## config.mk

```make
export PLATFORM = sky130hd
export DESIGN_NAME = multdiv_ctrl
export DESIGN_NICKNAME = d
export VERILOG_FILES = /design/src/rtl/multdiv_ctrl_pkg.sv /design/src/rtl/multdiv_watchdog.sv /design/src/rtl/multdiv_ctrl.sv
export SDC_FILE = /design/constraint.sdc
export NUM_CORES = 1
export LEC_CHECK = 0
export ABC_CLOCK_PERIOD_IN_PS = 1730
export BUFFER_PORTS_ARGS = -buffer_cell sky130_fd_sc_hd__buf_4
export CORE_AREA = 8 8 109 111
export DETAILED_ROUTE_END_ITERATION = 10
export DIE_AREA = 0 0 117 119
export GPL_TIMING_DRIVEN = 0
export HOLD_SLACK_MARGIN = 0.03
export PLACE_DENSITY = 0.78
export SYNTH_ARGS = -nofsm -noshare
export SYNTH_HDL_FRONTEND = slang
export SYNTH_SLANG_ARGS = --single-unit
```

## constraint.sdc

```tcl
create_clock -name clock -period 1.73 [get_ports clock]
set_input_delay 0.0865 -clock clock [delete_from_list [all_inputs] [get_ports clock]]
set_output_delay 0.0865 -clock clock [all_outputs]
set_load 0.02 [all_outputs]
```

## src/rtl/multdiv_ctrl_pkg.sv

```systemverilog
// Shared constants for the multdiv controller: FSM state codes, op encodings and
// the default watchdog length.
package multdiv_ctrl_pkg;

  localparam logic [1:0] ST_IDLE  = 2'd0;
  localparam logic [1:0] ST_START = 2'd1;
  localparam logic [1:0] ST_WAIT  = 2'd2;
  localparam logic [1:0] ST_DONE  = 2'd3;

  localparam logic OP_MULT = 1'b0;
  localparam logic OP_DIV  = 1'b1;

  localparam int unsigned TIMEOUT_CYCLES_DEF = 40;

endpackage

```

## src/rtl/multdiv_watchdog.sv

```systemverilog
// WAIT-state cycle counter; o_expired is high during the TIMEOUT_CYCLES-th enabled cycle.
module multdiv_watchdog
  import multdiv_ctrl_pkg::*;
#(
  parameter int unsigned TIMEOUT_CYCLES = TIMEOUT_CYCLES_DEF
) (
  input  logic clock,
  input  logic reset_n,
  input  logic i_clear,
  input  logic i_enable,
  output logic o_expired
);

  localparam int unsigned CW = $clog2(TIMEOUT_CYCLES + 1);

  logic [CW-1:0] r_cnt;

  always_ff @(posedge clock or negedge reset_n) begin
    if (!reset_n) begin
      r_cnt <= '0;
    end else if (i_clear) begin
      r_cnt <= '0;
    end else if (i_enable) begin
      r_cnt <= r_cnt + 1'b1;
    end
  end

  // r_cnt counts completed WAIT cycles, so the last allowed cycle sees TIMEOUT_CYCLES-1.
  assign o_expired = i_enable && (r_cnt == CW'(TIMEOUT_CYCLES - 1));

endmodule

```

## src/rtl/multdiv_ctrl.sv

```systemverilog
// Sequencer between the pipeline and an iterative mult/div unit, with writeback handshake.
// Optional WAIT-state watchdog compiled in with MULTDIV_CTRL_TIMEOUT_EN.
module multdiv_ctrl
  import multdiv_ctrl_pkg::*;
#(
  parameter int unsigned TIMEOUT_CYCLES = TIMEOUT_CYCLES_DEF,
  parameter int unsigned RD_W           = 5
) (
  input  logic            clock,
  input  logic            reset_n,
  input  logic            req_valid,
  input  logic            req_op,
  input  logic [31:0]     req_a,
  input  logic [31:0]     req_b,
  input  logic [RD_W-1:0] req_rd,
  output logic            req_ready,
  input  logic            flush,
  output logic [31:0]     md_operandA,
  output logic [31:0]     md_operandB,
  output logic            md_ctrl_MULT,
  output logic            md_ctrl_DIV,
  input  logic [31:0]     md_result,
  input  logic            md_exception,
  input  logic            md_resultRDY,
  output logic            wb_valid,
  input  logic            wb_ready,
  output logic [31:0]     wb_data,
  output logic [RD_W-1:0] wb_rd,
  output logic            wb_exception,
  output logic            wb_timeout,
  output logic            busy,
  output logic [1:0]      o_dbg_state
);

  // Handshakes: a transfer happens on the rising edge where valid && ready are both high;
  // valid never depends on ready, and flush suppresses any request transfer in its cycle.
  logic [1:0]      r_state;
  logic            r_op;
  logic [31:0]     r_a;
  logic [31:0]     r_b;
  logic [RD_W-1:0] r_rd;
  logic [31:0]     r_wb_data;
  logic [RD_W-1:0] r_wb_rd;
  logic            r_wb_exc;
  logic            w_accept;

  assign req_ready    = (r_state == ST_IDLE);
  assign busy         = (r_state != ST_IDLE);
  assign w_accept     = req_valid && req_ready && !flush;
  assign md_operandA  = r_a;
  assign md_operandB  = r_b;
  assign md_ctrl_MULT = (r_state == ST_START) && (r_op == OP_MULT);
  assign md_ctrl_DIV  = (r_state == ST_START) && (r_op == OP_DIV);
  assign wb_valid     = (r_state == ST_DONE);
  assign wb_data      = r_wb_data;
  assign wb_rd        = r_wb_rd;
  assign wb_exception = r_wb_exc;
  assign o_dbg_state  = r_state;

`ifdef MULTDIV_CTRL_TIMEOUT_EN
  logic r_wb_timeout;
  logic w_expired;

  multdiv_watchdog #(
    .TIMEOUT_CYCLES (TIMEOUT_CYCLES)
  ) u_watchdog (
    .clock     (clock),
    .reset_n   (reset_n),
    .i_clear   (r_state == ST_START),
    .i_enable  (r_state == ST_WAIT),
    .o_expired (w_expired)
  );

  assign wb_timeout = r_wb_timeout;
`else
  assign wb_timeout = 1'b0;
`endif

  always_ff @(posedge clock or negedge reset_n) begin
    if (!reset_n) begin
      r_state   <= ST_IDLE;
      r_op      <= OP_MULT;
      r_a       <= '0;
      r_b       <= '0;
      r_rd      <= '0;
      r_wb_data <= '0;
      r_wb_rd   <= '0;
      r_wb_exc  <= 1'b0;
`ifdef MULTDIV_CTRL_TIMEOUT_EN
      r_wb_timeout <= 1'b0;
`endif
    end else begin
      case (r_state)
        ST_IDLE: begin
          if (w_accept) begin
            r_op    <= req_op;
            r_a     <= req_a;
            r_b     <= req_b;
            r_rd    <= req_rd;
            r_state <= ST_START;
          end
        end
        // A leftover md_resultRDY is deliberately not looked at here.
        ST_START: r_state <= flush ? ST_IDLE : ST_WAIT;
        ST_WAIT: begin
          if (flush) begin
            r_state <= ST_IDLE;
          end else if (md_resultRDY) begin
            r_wb_data <= md_result;
            r_wb_exc  <= md_exception;
            r_wb_rd   <= r_rd;
`ifdef MULTDIV_CTRL_TIMEOUT_EN
            r_wb_timeout <= 1'b0;
`endif
            r_state   <= ST_DONE;
          end
`ifdef MULTDIV_CTRL_TIMEOUT_EN
          else if (w_expired) begin
            r_wb_data    <= '0;
            r_wb_exc     <= 1'b1;
            r_wb_rd      <= r_rd;
            r_wb_timeout <= 1'b1;
            r_state      <= ST_DONE;
          end
`endif
        end
        ST_DONE: begin
          if (flush || wb_ready) begin
            r_state <= ST_IDLE;
          end
        end
        default: r_state <= ST_IDLE;
      endcase
    end
  end

endmodule

```

==> flow_summary_export.csv, run 1 <==
group,metric,value,unit
status,status,"finished clean",
routing,drtPass1Iterations,4,
synthesis,synth_cell_types,19,
layout,syn2layout_area_growth,68.6,%
power_and_ir_drop,seqPwrFrac,0.407,
global_route,grt_pass1_vias,3985,
routing,vias,3375,
setup_path,r2r_slack,0.10,ns
power_and_ir_drop,leakagePower,0.00374,uW
clock_network,htreeDepth,3,
job,drv_cap,0,
floorplanning,core_area,0.0101,mm^2
global_route,overflow,0,
setup_path,r2r-end,"wb_data[21]",
setup_path,cp.required,1.99,ns
power_and_ir_drop,pwr_density_cell,1240,mW/mm^2
floorplanning,io_pins,219,
layout,fin_cells,722,
power_and_ir_drop,combPwrFrac,0.433,
power_and_ir_drop,pwr-share-clk,0.160,
setup_path,crit_path_start_kind,"register",
synthesis,synth_edf_count,0,
routing,wirelength,13800,um
synthesis,synthTopCellsByArea,"dfrtp_1 61%, mux2_4 23%, mux2_2 7.2%",
clock_network,numCtsBuffers,9,
synthesis,syn_inst,244,
layout,fillers,592,
synthesis,synth_seq_area_share,0.608,
clock_network,cts-root-buf,"clkbuf_8",
global_route,grt_pass1_wl,21500,um
setup_path,worst-r2r-cell-count,4,
placed_design,dp_cells,597,
synthesis,synth_top_area_frac,0.608,
routing,drc,0,
synthesis,async_flop_share,1.00,
layout,diodes,0,
sta,period_minus_slack,1.63,ns
clock_network,clk_latency,0.37,ns
setup_path,critPathCaptureType,"register",
floorplanning,dieArea,0.0139,mm^2
sta,max_freq,0.614,GHz
synthesis,avgSynthCellArea,18.6,um^2
setup_path,crit_path_start,"o_dbg_state[0]",
global_route,antenna_found_initial,0,
synthesis,ys.flop_type,"dfrtp_1",
worst_hold_path,hold_path_class,"input port to register",
clock_network,clock_sinks,110,
placed_design,placed_area,0.00633,mm^2
sta,rsz0062_at_grt,"no",
clock_network,clk_pin_slew_worst_paths,0.10,ns
layout,drive_above_1_share,0.606,
power_and_ir_drop,p_total,9470,uW
power_and_ir_drop,swShare,0.339,
setup_path,cp_max_fo,10,
placed_design,hpwlAfterDp,8810,um
setup_path,r2r-start,"o_dbg_state[0]",
routing,postRouteAntennaNets,0,
sta,tns,0,ns
placed_design,gp_congestion,0.749,
layout,layout.nets,691,
clock_network,cts_tree,"yes",
floorplanning,rows,37,
floorplanning,die_y,119,um
layout,fin_area,0.00764,mm^2
setup_path,cp-endpoint,"wb_data[21]",
routing,avgViaCountPerCell,4.67,
power_and_ir_drop,ir_drop,739,uV
setup_path,critPathKind,"register to register",
sta,slew_violations,0,
synthesis,yosys_warnings,0,
sta,finalSetupViolCount,0,
setup_path,arrival,1.89,ns
floorplanning,start_util,0.449,
power_and_ir_drop,switching_power,3210,uW
synthesis,netlist_area,0.00453,mm^2
sta,min_period_over_period,0.942,
synthesis,yosys.area.top_type,"dfrtp_1",
synthesis,synth-seq-cells,110,
routing,wl_per_cell,19.1,um
power_and_ir_drop,p_int,6260,uW
sta,timing_hold_violations_final,0,
floorplanning,die-width,117,um
global_route,grt_start_max_net_pins,111,
sta,fin_skew,0.00620,ns
layout,finish.utilization,0.757,
clock_network,ctsLongestPathBuffers,2,
synthesis,synth_nets,353,
placed_design,numPortBuffers,217,
global_route,grt_usage,0.201,
routing,drt_iter0_drc,120,
layout make-up:
class	instances	area [um^2]	area share
multi-input cells	118	1570	0.205
flip-flops and latches	110	2760	0.361
repair buffers	327	2740	0.359
clock buffers	10	138	0.0180
inverters	3	11.3	0.00147
well taps	136	170	0.0223
plain buffers	13	203	0.0265
clock inverters	5	50.0	0.00655
worst max-delay path, stage by stage, from the launching register on:
cell and delay, ns:
dfrtp_2 0.49, nor4b_2 0.30, buf_4 0.21, buf_6 0.16
mux2_2 0.35
metal layers:
metal | global-route usage | part of all wire | vias up
met4 | 0.0793 | 0.026 | 0
li1 | - | - | 1516
met3 | 0.0616 | 0.080 | 25
met1 | 0.223 | 0.38 | 1695
met5 | 0 | 0 | -
met2 | 0.350 | 0.51 | 139
registers in the layout, indices dropped and copies added (netlist names):
register / cells
md_operandA: 32
md_operandB: 32
o_dbg_state: 2
r_op: 1
r_rd: 5
wb_data: 32
wb_exception: 1
wb_rd: 5
kinds of logic (layout without fill, tap and decap cells):
family | Yosys count | in the layout | share of synthesized area
flip-flops | 110 | 110 | 0.608
multiplexers | 109 | 109 | 0.328
buffers and inverters | 16 | 358 | 0.0472
AND/OR/NAND/NOR | 6 | 6 | 0.0127
AO/OA/AOI/OAI | 2 | 2 | 0.00359
other | 1 | 1 | 0.000828
cells in the mapped netlist, types with 2 or more instances:
library cell and count:
dfrtp_1 110, buf_12 8, buf_4 2, mux2_2 29, inv_1 3, mux2_4 69
buf_6 2, mux2_1 10
cells in the final DEF, fill, tap and decap left out, types with 2 or more instances in the layout:
cell | synthesis | final
dfrtp_1 | 110 | 108
clkbuf_8 | 0 | 10
inv_1 | 3 | 3
dfrtp_2 | 0 | 2
mux2_1 | 10 | 10
mux2_4 | 69 | 69
mux2_2 | 29 | 29
clkinv_2 | 0 | 4
dlygate4sd3_1 | 0 | 106
buf_12 | 8 | 8
buf_4 | 2 | 221
buf_6 | 2 | 3
worst min path at each step:
stage / start / endpoint / slack, ns / cells after the start
floorplan: reset_n / md_operandA[0] / -0.21 / 0
global placement: flush / o_dbg_state[1] / 0.27 / 2
detailed placement: flush / o_dbg_state[1] / 0.27 / 2
CTS: reset_n / md_operandA[20] / 0.08 / 1
global route: wb_ready / o_dbg_state[0] / 0.15 / 3
finish: wb_ready / o_dbg_state[0] / 0.15 / 3
power groups by stage:
stage	registers [uW]	clock network, uW	logic (uW)
2_1_floorplan	4790	0	1120
3_3_place_gp	3830	0	3820
3_5_place_dp	3880	0	3880
4_1_cts	3840	1550	4090
5_1_grt	3960	1670	4300
6_report	3860	1520	4100
what timing repair did:
action,CTS,global route
setup endpoints to repair,1,20
buffers inserted,3,0
pin swaps,0,0
hold endpoints to repair,104,38
resized for setup,0,2
hold buffers,105,1
through the flow:
step,hold slack (ns),worst slack [ns]
final,0.149,0.100
after global routing,0.149,0.0171
after CTS,0.0760,0.0572
after detailed placement,0.273,0.0115
after global placement,0.269,0.0622
after floorplan,-0.209,0.0790
Power figures use the tool's default switching activity.
==> inputs of run 2 (changes only) <==
--- a/config.mk
+++ b/config.mk
@@ -6,13 +6,14 @@
 export NUM_CORES = 1
 export LEC_CHECK = 0
 export ABC_CLOCK_PERIOD_IN_PS = 1730
-export BUFFER_PORTS_ARGS = -buffer_cell sky130_fd_sc_hd__buf_4
+export BUFFER_PORTS_ARGS = -buffer_cell sky130_fd_sc_hd__buf_2
 export CORE_AREA = 8 8 109 111
 export DETAILED_ROUTE_END_ITERATION = 10
 export DIE_AREA = 0 0 117 119
 export GPL_TIMING_DRIVEN = 0
 export HOLD_SLACK_MARGIN = 0.03
 export PLACE_DENSITY = 0.78
+export REMOVE_ABC_BUFFERS = 1
 export SYNTH_ARGS = -nofsm -noshare
 export SYNTH_HDL_FRONTEND = slang
 export SYNTH_SLANG_ARGS = --single-unit
==> flow_summary_export.csv, run 2 (synthesized netlist as in run 1, its figures left out) <==
group,metric,value,unit
power_and_ir_drop,pwr_density_cell,1280,mW/mm^2
setup_path,cp_cell_sequence,"nor2_4 -> and3_4 -> mux2_4",
placed_design,pre_cts_ws,-0.629,ns
job,drv_cap,0,
setup_path,arrival,1.92,ns
sta,max_freq,0.598,GHz
power_and_ir_drop,ir_drop,651,uV
setup_path,critPathKind,"register to register",
status,status,"finished clean",
layout,syn2layout_area_growth,55.7,%
routing,avgViaCountPerCell,4.69,
clock_network,clk_latency,0.36,ns
setup_path,cp.required,1.97,ns
floorplanning,die_y,119,um
routing,postRouteAntennaNets,0,
global_route,grt_usage,0.198,
floorplanning,start_util,0.449,
sta,timing_hold_violations_final,0,
layout,layout.nets,686,
placed_design,numPortBuffers,217,
sta,slew_violations,0,
floorplanning,rows,37,
global_route,overflow,0,
setup_path,r2r_slack,0.06,ns
global_route,grt_pass1_vias,3959,
setup_path,crit_slowest_cell,"and3_4",
global_route,grt_start_max_net_pins,58,
layout,drive_above_1_share,0.601,
layout,finish.utilization,0.699,
clock_network,cts-root-buf,"clkbuf_8",
setup_path,crit_path_start_kind,"register",
setup_path,critPathCaptureType,"register",
clock_network,numCtsBuffers,9,
clock_network,cts_tree,"yes",
worst_hold_path,hold_path_class,"input port to register",
sta,fin_skew,0.00813,ns
floorplanning,die-width,117,um
routing,drc,0,
layout,final_cell_mix,"216 x buf_2, 108 x dfrtp_1, 106 x dlygate4sd3_1, 69 x mux2_4, 29 x mux2_2",
routing,wl_per_cell,19.1,um
setup_path,slowest_delay,0.49,ns
routing,wirelength,13800,um
placed_design,hpwlAfterDp,8040,um
sta,rsz0062_at_grt,"no",
floorplanning,io_pins,219,
clock_network,clk_pin_slew_worst_paths,0.10,ns
layout,final_common_cell,"buf_2",
sta,maxSlewHeadroom,0.512,
clock_network,clock_sinks,110,
routing,drtPass1Iterations,4,
placed_design,gp_congestion,0.791,
sta,setup_ws,0.0583,ns
setup_path,crit_buf_inv,0,
global_route,grt_pass1_wl,21500,um
power_and_ir_drop,leakagePower,0.00353,uW
sta,finalSetupViolCount,0,
global_route,antenna_found_initial,2,
routing,drt_iter0_drc,200,
clock_network,ctsLongestPathBuffers,2,
setup_path,cp_top_family,"simple AND/OR/NAND/NOR gates",
clock_network,htreeDepth,3,
sta,min_period_over_period,0.966,
floorplanning,core_area,0.0101,mm^2
routing,vias,3381,
setup_path,cp_max_fo,18,
sta,worstMarginPinSlew,0.732,ns
sta,period_minus_slack,1.67,ns
floorplanning,dieArea,0.0139,mm^2
[run 2: cell types whose count changed in the layout (fill, tap and decap cells not counted), sizes merged]
cell	before	now
buf	234	226
and3	1	4
diode	0	3
bufinv	1	2
clkinv	4	3
clkinvlp	0	1
[run 2: worst reg2reg max path: stages (launching register included)]
cell	delay, ns
dfrtp_2	0.48
nor2_4	0.24
and3_4	0.49
mux2_4	0.35
[run 2: where the power goes]
group,internal [uW],switching [uW]
Sequential,3380,474
Clock,814,828
Combinational,1660,1870
[run 2: cell type report]
cell class                      count  area (um^2)
Tap cell                          136          170
Sequential cell                   110         2760
Clock buffer                       10          128
Inverter                            3         11.3
Clock inverter                      6         86.3
Fill cell                         668         3040
Multi-Input combinational cell    121         1610
Antenna cell                        3         7.51
Timing Repair Buffer              332         2280
[run 2: worst paths after layout]
path                                startpoint        endpoint  depth (start not counted)
worst max register to register  o_dbg_state[1]  md_operandA[9]                          3
min in group asynchronous              reset_n     wb_data[25]                          2
worst min-delay path              md_resultRDY  o_dbg_state[0]                          4
max in group asynchronous              reset_n  md_operandA[7]                          3
worst min register to register     wb_data[12]     wb_data[12]                          1
worst max-delay path            o_dbg_state[1]  md_operandA[9]                          3
[run 2: repair_timing]
item	4_1_cts	5_1_grt
hold buffers	106	0
buffers inserted	4	2
gates resized for setup	4	2
endpoints found under the hold margin	160	0
pin swaps	3	1
setup endpoints to repair	109	53
cloned	2	1
[run 2: per-stage QoR]
stage | area, um^2 | hold WS [ns] | std cells | setup TNS (ns) | total power [uW]
after floorplan | 4330 | -0.209 | 231 | -95.38 | 5850
after global placement | 5580 | 0.283 | 584 | -174.47 | 7020
after detailed placement | 5640 | 0.186 | 587 | -46.34 | 7140
after CTS | 6990 | 0.196 | 715 | -6.68 | 9020
after global routing | 7050 | 0.228 | 720 | 0 | 9470
final | 7050 | 0.212 | 721 | 0 | 9030
[run 2: routing by layer]
layer / vias up / global-route usage / routed length [um]
met4: 0 / 0.0729 / 262
met2: 172 / 0.342 / 6820
met5: - / 0 / 0
met1: 1671 / 0.225 / 5350
li1: 1517 / - / -
met3: 21 / 0.0601 / 1370
